`config.mk`:
```
export PLATFORM = sky130hd
export DESIGN_NAME = conway_row_scanner
export DESIGN_NICKNAME = d
export VERILOG_FILES = /design/src/rtl/conway_row_scanner.sv
export SDC_FILE = /design/constraint.sdc
export NUM_CORES = 1
export LEC_CHECK = 0
export BUFFER_PORTS_ARGS = -buffer_cell sky130_fd_sc_hd__buf_2
export CORE_AREA = 2 2 107 109
export CTS_CLUSTER_SIZE = 8
export DETAILED_ROUTE_END_ITERATION = 6
export DIE_AREA = 0 0 109 111
export PLACE_DENSITY = 0.72
export SYNTH_ARGS = -nofsm -noshare
export SYNTH_HDL_FRONTEND = slang
export SYNTH_SLANG_ARGS = --single-unit
```
`constraint.sdc`:
```
create_clock -name clk -period 3.3 [get_ports clk]
set_input_delay 0.66 -clock clk [delete_from_list [all_inputs] [get_ports clk]]
set_output_delay 0.66 -clock clk [all_outputs]
set_load 0.005 [all_outputs]
```
`src/rtl/conway_row_scanner.sv`:
```
// Row-scanned LED matrix driver for the Game of Life grid. It latches the cell
// vector once per frame and emits the generation step pulse on frame boundaries.
module conway_row_scanner #(
    parameter int ROWS            = 8,
    parameter int COLS            = 8,
    parameter int DWELL_CYCLES    = 1000,
    parameter int BLANK_CYCLES    = 16,
    parameter int FRAMES_PER_STEP = 30
) (
    input  logic                   clk,
    input  logic                   rst,
    input  logic                   ena,
    input  logic [ROWS*COLS-1:0]   cells,
    output logic [ROWS-1:0]        rows,
    output logic [COLS-1:0]        cols,
    output logic                   frame_start,
    output logic                   step
);

    localparam int MAX_CNT = (DWELL_CYCLES > BLANK_CYCLES) ? DWELL_CYCLES : BLANK_CYCLES;
    localparam int CW      = (MAX_CNT > 1) ? $clog2(MAX_CNT) : 1;
    localparam int RW      = (ROWS > 1) ? $clog2(ROWS) : 1;
    localparam int FW      = (FRAMES_PER_STEP > 1) ? $clog2(FRAMES_PER_STEP) : 1;

    localparam logic [CW-1:0] CNT_ZERO   = {CW{1'b0}};
    localparam logic [CW-1:0] CNT_ONE    = CW'(1);
    localparam logic [CW-1:0] DWELL_LAST = CW'(DWELL_CYCLES - 1);
    localparam logic [CW-1:0] BLANK_LAST = CW'(BLANK_CYCLES - 1);
    localparam logic [RW-1:0] ROW_ZERO   = {RW{1'b0}};
    localparam logic [RW-1:0] ROW_ONE    = RW'(1);
    localparam logic [RW-1:0] ROW_LAST   = RW'(ROWS - 1);
    localparam logic [FW-1:0] FRM_ZERO   = {FW{1'b0}};
    localparam logic [FW-1:0] FRM_ONE    = FW'(1);
    localparam logic [FW-1:0] FRM_LAST   = FW'(FRAMES_PER_STEP - 1);

    typedef enum logic [0:0] {
        ST_BLANK = 1'b0,
        ST_SHOW  = 1'b1
    } state_e;

    state_e                 state_q, state_d;
    logic [CW-1:0]          cnt_q, cnt_d;
    logic [RW-1:0]          row_q, row_d;
    logic [FW-1:0]          frame_q, frame_d;
    logic [ROWS*COLS-1:0]   snap_q, snap_d;

    logic                   show_start_s;
    logic                   step_fire_s;

    logic [ROWS-1:0]        rows_q, rows_d;
    logic [COLS-1:0]        cols_q, cols_d;
    logic                   frame_start_q, frame_start_d;
    logic                   step_q, step_d;

    // State register: scan position, frame count and the frame snapshot
    always_ff @(posedge clk or negedge rst) begin
        if (!rst) begin
            state_q <= ST_BLANK;
            cnt_q   <= CNT_ZERO;
            row_q   <= ROW_ZERO;
            frame_q <= FRM_ZERO;
            snap_q  <= {(ROWS*COLS){1'b0}};
        end else begin
            state_q <= state_d;
            cnt_q   <= cnt_d;
            row_q   <= row_d;
            frame_q <= frame_d;
            snap_q  <= snap_d;
        end
    end

    // Next-state logic; everything holds while ena is low so pauses are not counted
    always_comb begin
        state_d      = state_q;
        cnt_d        = cnt_q;
        row_d        = row_q;
        frame_d      = frame_q;
        snap_d       = snap_q;
        show_start_s = 1'b0;
        step_fire_s  = 1'b0;
        if (ena) begin
            case (state_q)
                ST_BLANK: begin
                    if (cnt_q == BLANK_LAST) begin
                        state_d      = ST_SHOW;
                        cnt_d        = CNT_ZERO;
                        show_start_s = 1'b1;
                        if (row_q == ROW_ZERO) begin
                            snap_d = cells;
                        end else begin
                            snap_d = snap_q;
                        end
                    end else begin
                        cnt_d = cnt_q + CNT_ONE;
                    end
                end
                ST_SHOW: begin
                    if (cnt_q == DWELL_LAST) begin
                        state_d = ST_BLANK;
                        cnt_d   = CNT_ZERO;
                        if (row_q == ROW_LAST) begin
                            row_d = ROW_ZERO;
                            // Last row closes the frame; the step pulse rides on that edge
                            if (frame_q == FRM_LAST) begin
                                frame_d     = FRM_ZERO;
                                step_fire_s = 1'b1;
                            end else begin
                                frame_d = frame_q + FRM_ONE;
                            end
                        end else begin
                            row_d = row_q + ROW_ONE;
                        end
                    end else begin
                        cnt_d = cnt_q + CNT_ONE;
                    end
                end
                default: begin
                    state_d = ST_BLANK;
                    cnt_d   = CNT_ZERO;
                end
            endcase
        end else begin
            state_d = state_q;
        end
    end

    // Output decode from the upcoming state so the registered outputs track it exactly
    always_comb begin
        rows_d        = {ROWS{1'b0}};
        cols_d        = {COLS{1'b1}};
        frame_start_d = 1'b0;
        step_d        = 1'b0;
        if (ena && (state_d == ST_SHOW)) begin
            for (int r = 0; r < ROWS; r++) begin
                if (row_d == RW'(r)) begin
                    rows_d[r] = 1'b1;
                    cols_d    = ~snap_d[r*COLS +: COLS];
                end else begin
                    rows_d[r] = 1'b0;
                end
            end
        end else begin
            rows_d = {ROWS{1'b0}};
            cols_d = {COLS{1'b1}};
        end
        frame_start_d = show_start_s && (row_q == ROW_ZERO);
        step_d        = step_fire_s;
    end

    // Output register
    always_ff @(posedge clk or negedge rst) begin
        if (!rst) begin
            rows_q        <= {ROWS{1'b0}};
            cols_q        <= {COLS{1'b1}};
            frame_start_q <= 1'b0;
            step_q        <= 1'b0;
        end else begin
            rows_q        <= rows_d;
            cols_q        <= cols_d;
            frame_start_q <= frame_start_d;
            step_q        <= step_d;
        end
    end

    assign rows        = rows_q;
    assign cols        = cols_q;
    assign frame_start = frame_start_q;
    assign step        = step_q;

endmodule

```
==> metrics.yaml, run 1 <==
finish:
  layout-drive-gt1-share_pct: 31.40
  final_util_pct: 51.45
  multi_input_comb_area_mm2: 0.002100
  antennaDiodeCount: 0
  fillers: 983
  area_growth_pct: 18.74
  seqCellArea_mm2: 0.002537
  layout_common_cells: "93 x dfrtp_1, 83 x buf_2, 66 x nand2_1, 35 x mux2_2, 17 x mux2i_1"
  final_common_cell: "dfrtp_1"
  layout.nets: 584
worst_setup_path:
  crit_required_ns: 3.58
  path_max_fanout: 11
  cp-end-kind: "register"
  crit_type: "register to register"
  cp.arrival_ns: 3.10
  r2r-start: "cnt_q[0]"
  crit_start: "cnt_q[0]"
  start_kind: "register"
grt:
  grt_max_degree: 54
  grt_first_pass_wirelength_um: 18030
  grt_overflow: 0
  grt_pass1_vias: 3652
  track_usage_pct: 19.35
  antenna_found_initial: 0
min_path:
  hold_path.class: "input pin to async pin"
clock_tree:
  cts_buffers: 9
  tritoncts: "done"
  worstSkewPairLatency_ns: 0.34
  postCtsSetupBuffers: 0
  cts_resized: 0
  htree_levels: 3
  path_clk_slew_ns: 0.07
  ctsHoldBuffers: 0
  cts_root_buf: "clkbuf_16"
  clock-sinks: 101
  clock_path_buffers: 2
drt:
  route.met2.wl_um: 5811
  post_drt_via_cell_ratio: 5.372
  dr_wl_met3_um: 503
  route.detailed.drc: 0
  dr.max_layer_used: "met4"
  dr.pass1.iters: 4
  dr_total_vias: 3540
  met1_length_um: 4694
  first_iter_violations: 233
  antenna_left: 0
  post_drt_wl_per_cell_um: 16.93
  drt-total-wl_um: 11160
die:
  rows: 39
  die_area_mm2: 0.01210
  core_mm2: 0.01108
  die_w_um: 109
  fp.dieH_um: 111
  initial_utilization_pct: 43.33
  io_pins: 85
yosys:
  yosysSeqAreaShare_pct: 52.87
  ys_ff_latch: 101
  syn_nets: 504
  synth_warnings: 0
  synth_area_mm2: 0.004800
  async_reset_ff_share_pct: 100.0
  ys.flop_type: "dfrtp_1"
  synth-edff-count: 0
  ys_types: 50
  netlist_instances: 431
  syn_avg_cell_area_um2: 11.14
sta:
  fin_crit_ns: 2.819
  tightest_slew_ns: 0.7033
  fin_tns_setup_ns: 0
  fmax_mhz: 354.7
  finalHoldViolCount: 0
  fin_skew_ns: 0.006381
  layout_worst_path_cycle_share_pct: 85.43
  slew_viol_final: 0
  relSlewSlack_pct: 53.11
  rsz0062_at_grt: "false"
  finalSetupViolCount: 0
power:
  finalPower_w: 0.002693
  vdd_ir_drop_max_mv: 0.2796
  p_leak_nw: 2.970
  power.density_mw_per_mm2: 472.6
place:
  place.gp.congestion: 0.8817
  dp_hpwl_um: 7923
  port_buffers: 84
run_status:
  status: "completed"
run:
  cap_viol_max_count: 0
cell usage after synthesis (all sizes together) (12+ instances only):
master	count	area share, %
nor3	12	1.4
mux2	37	8.8
nor2b	15	2.0
buf	12	1.9
a211oi	14	2.2
a311o	14	2.9
a21o	15	2.3
o21a	14	2.2
nor2	16	1.3
nand2	66	5.2
dfrtp	93	48
mux2i	19	4.0
clkbuf	12	0.94
metal layers:
layer  global-route usage, %  vias to the layer above
li1                        -                     1689
met1                   24.20                     1753
met2                   33.37                       84
met3                   4.762                       14
met4                   4.530                        0
met5                       0                        -
registers in the layout, summed over array words and instances, names as in the netlist, 3 cells and up:
register,flops
cnt_q,10
cols,8
frame_q,5
row_q,3
rows,8
snap_q,64
kinds of logic (layout without fill, tap and decap cells):
logic type                 Yosys count  in the layout  synth area share, %
muxes                               56             56                12.80
buffers and inverters               36            121                3.727
and+or+nand+nor                    138            138                13.92
xor gates and xnor gates             6              6                1.095
DFF                                101            101                52.87
adders and majority gates            6              6                1.564
AOI/OAI and AO/OA                   88             88                14.03
worst max-delay path, cell delays in order (launching register included):
cell and delay [ns]:
dfrtp_1 0.40, ha_1 0.30, nand3_1 0.18, nor4b_1 0.60
nand2_1 0.12, o21ai_1 0.30, nand3_1 0.50, o22a_1 0.35
metrics by stage:
step | setup WS (ns) | area, um2 | hold slack, ns | instances
2_1_floorplan | 0.6453 | 4800 | 0.3644 | 431
3_3_place_gp | 0.4792 | 5389 | 0.4431 | 643
3_5_place_dp | 0.4513 | 5389 | 0.4507 | 643
4_1_cts | 0.4672 | 5699 | 0.3908 | 659
5_1_grt | 0.08024 | 5699 | 0.4203 | 659
6_report | 0.4808 | 5699 | 0.3672 | 659
final timing paths:
kind / endpoint / slack (ns) / depth (start not counted)
setup / recovery: cols[5] / 0.48 / 7
hold / removal: cnt_q[2] / 0.37 / 1
setup reg to reg: cols[5] / 0.48 / 7
hold reg to reg: snap_q[14] / 0.47 / 2
max in group asynchronous: cols[2] / 2.17 / 2
min in group clk: snap_q[14] / 0.47 / 2
report_power, final:
group          internal (W)  total, W  switching (W)
Combinational      0.000102  0.000229       0.000126
Sequential          0.00128   0.00136      0.0000787
Clock              0.000620   0.00110       0.000483
Total               0.00201   0.00269       0.000688
area by class of cell:
type,count,share of cell area (%)
clock buffer,11,4.259
clock inverter,5,1.186
inverter,12,0.7903
multi-input combinational,294,36.84
sequential,101,44.52
tap,143,3.139
timing repair buffer,93,9.265
(Power assumes the default switching activity.)
==> inputs of run 2 (changes only) <==
--- a/config.mk
+++ b/config.mk
@@ -6,11 +6,11 @@
 export NUM_CORES = 1
 export LEC_CHECK = 0
 export BUFFER_PORTS_ARGS = -buffer_cell sky130_fd_sc_hd__buf_2
-export CORE_AREA = 2 2 107 109
+export CORE_AREA = 2 2 93 184
 export CTS_CLUSTER_SIZE = 8
 export DETAILED_ROUTE_END_ITERATION = 6
-export DIE_AREA = 0 0 109 111
-export PLACE_DENSITY = 0.72
+export DIE_AREA = 0 0 95 186
+export PLACE_DENSITY = 0.54
 export SYNTH_ARGS = -nofsm -noshare
 export SYNTH_HDL_FRONTEND = slang
 export SYNTH_SLANG_ARGS = --single-unit
==> metrics.yaml, run 2 (synthesis results as in run 1) <==
sta:
  fin_crit_ns: 2.914
  finalSetupViolCount: 0
  setup_slack_ns: 0.3861
  fin_tns_setup_ns: 0
  relSlewSlack_pct: 52.82
  holdWs_ns: 0.1989
  slew_viol_final: 0
  tightest_slew_ns: 0.7077
  layout_worst_path_cycle_share_pct: 88.30
  rsz0062_at_grt: "false"
  fin_skew_ns: 0.006081
  finalHoldViolCount: 0
  fmax_mhz: 343.2
worst_setup_path:
  crit_top_cell: "mux2_2"
  slowest_stage: "or4_4"
  cp.arrival_ns: 3.18
  worstReg2RegEnd: "cols[2]"
  reg2reg_depth: 7
  crit_type: "register to register"
  crit_buf_inv: 1
  path_max_fanout: 34
  max_stage_delay_ns: 0.59
  crit_required_ns: 3.57
  start_kind: "register"
  r2r-start: "cnt_q[4]"
  reg2reg_slack_ns: 0.39
  crit_chain: "or4_4 > nor4_4 > buf_4 > mux2_2 > mux2_2 > o221a_2 > o21bai_1"
  cp-end-kind: "register"
  crit_start: "cnt_q[4]"
  crit_family: "simple AND/OR/NAND/NOR gates"
die:
  die_w_um: 95
  rows: 66
  io_pins: 85
  core_mm2: 0.01627
  die_area_mm2: 0.01767
  fp.dieH_um: 186
  initial_utilization_pct: 29.50
clock_tree:
  clock-sinks: 101
  tritoncts: "done"
  path_clk_slew_ns: 0.07
  postCtsSetupBuffers: 0
  worstSkewPairLatency_ns: 0.34
  cts_resized: 0
  ctsHoldBuffers: 0
  clock_path_buffers: 2
  cts_root_buf: "clkbuf_16"
  htree_levels: 3
  cts_buffers: 9
drt:
  dr.pass1.iters: 4
  post_drt_wl_per_cell_um: 18.69
  post_drt_via_cell_ratio: 4.958
  drt-total-wl_um: 13460
  first_iter_violations: 275
  route.detailed.drc: 0
  dr_total_vias: 3570
  antenna_left: 0
power:
  power.switching_w: 0.0006825
  intPower_w: 0.001995
  power_frac_clock_pct: 40.0
  vdd_ir_drop_max_mv: 0.2485
  p_leak_nw: 2.970
  comb_power_share_pct: 9.2
  sw_frac_of_total_pct: 25.49
  seq_power_share_pct: 50.8
  power.density_mw_per_mm2: 465.4
place:
  place.gp.congestion: 0.7871
  dpl_cell_area_mm2: 0.005453
  dp_slack_ns: 0.4012
  dp_hpwl_um: 9913
  port_buffers: 84
finish:
  layout-drive-gt1-share_pct: 31.59
  layout_common_cells: "93 x dfrtp_1, 83 x buf_2, 66 x nand2_1, 35 x mux2_2, 17 x mux2i_1"
  final_common_cell: "dfrtp_1"
  reg_top3: "snap_q: 64 flops, cnt_q: 10 flops"
  largest_register_ffs: 64
  antennaDiodeCount: 0
  layout.nets: 584
  largest-register: "snap_q"
  area_growth_pct: 19.86
  final_util_pct: 35.36
  fin_area_mm2: 0.005753
grt:
  grt_pass1_vias: 3849
  antenna_found_initial: 0
  track_usage_pct: 15.83
  grt_first_pass_wirelength_um: 20870
  grt_max_degree: 83
  grt_overflow: 0
run:
  cap_viol_max_count: 0
run_status:
  status: "completed"
min_path:
  hold_path.class: "input pin to async pin"
==> run 2: changes by cell type in the layout (fill, tap and decap cells not counted) <==
cell        delta
buf_4          +1
clkbuf_1       -1
inv_6          +1
clkinvlp_4     -1
clkinv_2       +3
inv_8          -2
buf_12         -1
==> run 2: how the worst max path moves through the flow <==
| stage | end | depth (start not counted) |
|---|---|---|
| finish | cols[2] | 7 |
| global route | cols[2] | 8 |
| CTS | cols[2] | 7 |
| detailed placement | cols[2] | 7 |
| global placement | cols[2] | 9 |
| floorplan | cols[0] | 8 |
==> run 2: metrics by stage <==
stage,std cells,total power [W]
2_1_floorplan,431,0.001500
3_3_place_gp,704,0.001615
3_5_place_dp,704,0.001629
4_1_cts,720,0.002715
5_1_grt,720,0.002795
6_report,720,0.002677
==> run 2: final cells by class <==
| class | instances | area, um2 |
|---|---|---|
| Clock buffer | 10 | 239.0 |
| Clock inverter | 6 | 61.31 |
| Fill cell | 1649 | 10520 |
| Inverter | 12 | 45.04 |
| Multi-Input combinational cell | 294 | 2100 |
| Sequential cell | 101 | 2537 |
| Tap cell | 204 | 255.2 |
| Timing Repair Buffer | 93 | 515.5 |
==> run 2: layer usage <==
layer,vias up,track usage (%),wire [um],share of wire (%)
li1,1677,-,-,-
met5,-,0,0,0
met2,82,31.21,7874,59
met3,19,2.186,409,3.0
met1,1792,16.58,4859,36
met4,0,5.217,315,2.3
==> run 2: power by group through the flow <==
stage	logic [W]	clock network (W)	registers, W
global placement	0.000239	0	0.00138
CTS	0.000250	0.00111	0.00136
detailed placement	0.000249	0	0.00138
floorplan	0.000159	0	0.00134
finish	0.000245	0.00107	0.00136
global route	0.000274	0.00115	0.00137
==> inputs of run 3 (changes only) <==
--- a/config.mk
+++ b/config.mk
@@ -6,11 +6,11 @@
 export NUM_CORES = 1
 export LEC_CHECK = 0
 export BUFFER_PORTS_ARGS = -buffer_cell sky130_fd_sc_hd__buf_2
-export CORE_AREA = 2 2 93 184
+export CORE_AREA = 2 2 130 132
 export CTS_CLUSTER_SIZE = 8
 export DETAILED_ROUTE_END_ITERATION = 6
-export DIE_AREA = 0 0 95 186
-export PLACE_DENSITY = 0.54
+export DIE_AREA = 0 0 132 134
+export PLACE_DENSITY = 0.55
 export SYNTH_ARGS = -nofsm -noshare
 export SYNTH_HDL_FRONTEND = slang
 export SYNTH_SLANG_ARGS = --single-unit
==> metrics.yaml, run 3 (synthesis results as in run 1) <==
grt:
  grt_pass1_vias: 3637
  met1_usage_pct: 17.75
  antenna_found_initial: 0
  grt_first_pass_wirelength_um: 19930
  grt_overflow: 0
  top_usage_layer: "met2"
  grt_max_degree: 54
  grtUsageMet3_pct: 5.329
  track_usage_pct: 14.70
  met2_usage_pct: 25.20
die:
  die_w_um: 132
  die_area_mm2: 0.01769
  fp.dieH_um: 134
  rows: 47
  core_mm2: 0.01629
  initial_utilization_pct: 29.46
  io_pins: 85
finish:
  layout.nets: 586
  layout_common_cells: "93 x dfrtp_1, 83 x buf_2, 66 x nand2_1, 35 x mux2_2, 17 x mux2i_1"
  antennaDiodeCount: 0
  fin_area_mm2: 0.005787
  final_common_cell: "dfrtp_1"
  reg_top3: "snap_q: 64 flops, cnt_q: 10 flops"
  largest_register_ffs: 64
  area_growth_pct: 20.57
  layout-drive-gt1-share_pct: 31.66
  final_util_pct: 35.53
  largest-register: "snap_q"
clock_tree:
  cts_root_buf: "clkbuf_16"
  cts_buffers: 9
  clock_path_buffers: 2
  postCtsSetupBuffers: 0
  cts_resized: 0
  tritoncts: "done"
  worstSkewPairLatency_ns: 0.35
  path_clk_slew_ns: 0.07
  htree_levels: 3
  ctsHoldBuffers: 0
  clock-sinks: 101
drt:
  antenna_left: 0
  dr_total_vias: 3525
  route.detailed.drc: 0
  dr.pass1.iters: 4
  post_drt_via_cell_ratio: 4.776
  post_drt_wl_per_cell_um: 16.77
  first_iter_violations: 259
  drt-total-wl_um: 12380
run_status:
  status: "completed"
place:
  dp_slack_ns: 0.4882
  dpl_cell_area_mm2: 0.005488
  dp_hpwl_um: 8716
  port_buffers: 84
  place.gp.congestion: 0.8600
worst_setup_path:
  slowest_stage: "or4_4"
  cp-end-kind: "register"
  path_max_fanout: 36
  crit_family: "simple AND/OR/NAND/NOR gates"
  start_kind: "register"
  crit_chain: "or4_4 > nor4_4 > buf_4 > nor2b_1 > a211oi_1 > a311o_1 > o21a_1 > o22a_1"
  crit_type: "register to register"
  max_stage_delay_ns: 0.59
  cp.arrival_ns: 3.11
  crit_required_ns: 3.59
  crit_buf_inv: 1
run:
  cap_viol_max_count: 0
sta:
  fmax_mhz: 355.0
  fin_crit_ns: 2.817
  layout_worst_path_cycle_share_pct: 85.36
  slew_viol_final: 0
  rsz0062_at_grt: "false"
  tightest_slew_ns: 0.7470
  finalHoldViolCount: 0
  relSlewSlack_pct: 50.20
  fin_tns_setup_ns: 0
  setup_slack_ns: 0.4832
  fin_skew_ns: 0.008902
  finalSetupViolCount: 0
power:
  sw_frac_of_total_pct: 25.06
  intPower_w: 0.001981
  seq_power_share_pct: 51.5
  comb_power_share_pct: 8.8
  power.density_mw_per_mm2: 456.8
  finalPower_w: 0.002643
  power_frac_clock_pct: 39.8
  p_leak_nw: 2.967
  power.switching_w: 0.0006625
  vdd_ir_drop_max_mv: 0.2356
min_path:
  hold_path.class: "input pin to async pin"
[run 3: cell types whose count changed in the layout (fill, tap and decap cells not counted), sizes merged]
cell | previous run | this run
inv | 12 | 11
bufinv | 1 | 0
clkinv | 4 | 1
clkbuf | 10 | 14
clkinvlp | 1 | 2
buf | 93 | 95
[run 3: final timing paths]
check / cells past startpoint / startpoint / endpoint / slack (ns)
worst max-delay path: 8 / cnt_q[4] / cols[5] / 0.48
worst min-delay path: 1 / rst / frame_start / 0.36
worst max register to register: 8 / cnt_q[4] / cols[5] / 0.48
worst min register to register: 2 / snap_q[11] / snap_q[11] / 0.46
max in group asynchronous: 2 / rst / cols[5] / 2.17
min in group clk: 2 / snap_q[11] / snap_q[11] / 0.46
[run 3: area by class of cell]
cell class | instances | area (um2)
flip-flops and latches | 101 | 2537
well taps | 220 | 275.3
multi-input cells | 294 | 2100
clock buffers | 14 | 284.0
clock inverters | 2 | 15.01
fillers | 1645 | 10500
repair buffers | 95 | 530.5
inverters | 12 | 45.04
[run 3: per-layer routing]
| layer | wire length [um] | part of all wire (%) |
|---|---|---|
| met1 | 5320 | 43 |
| met2 | 6315 | 51 |
| met3 | 661 | 5.3 |
| met4 | 78 | 0.63 |
| met5 | 0 | 0 |
[run 3: stage by stage]
stage | hold slack (ns) | std cells
after floorplan | 0.3644 | 431
after global placement | 0.4426 | 722
after detailed placement | 0.4507 | 722
after CTS | 0.3887 | 738
after global routing | 0.4079 | 738
final | 0.3609 | 738
[run 3: power by group through the flow]
| stage | Sequential, W | Combinational, W | Clock (W) |
|---|---|---|---|
| final | 0.00136 | 0.000232 | 0.00105 |
| after detailed placement | 0.00138 | 0.000233 | 0 |
| after global placement | 0.00138 | 0.000226 | 0 |
| after CTS | 0.00136 | 0.000234 | 0.00109 |
| after global routing | 0.00137 | 0.000264 | 0.00115 |
| after floorplan | 0.00134 | 0.000159 | 0 |
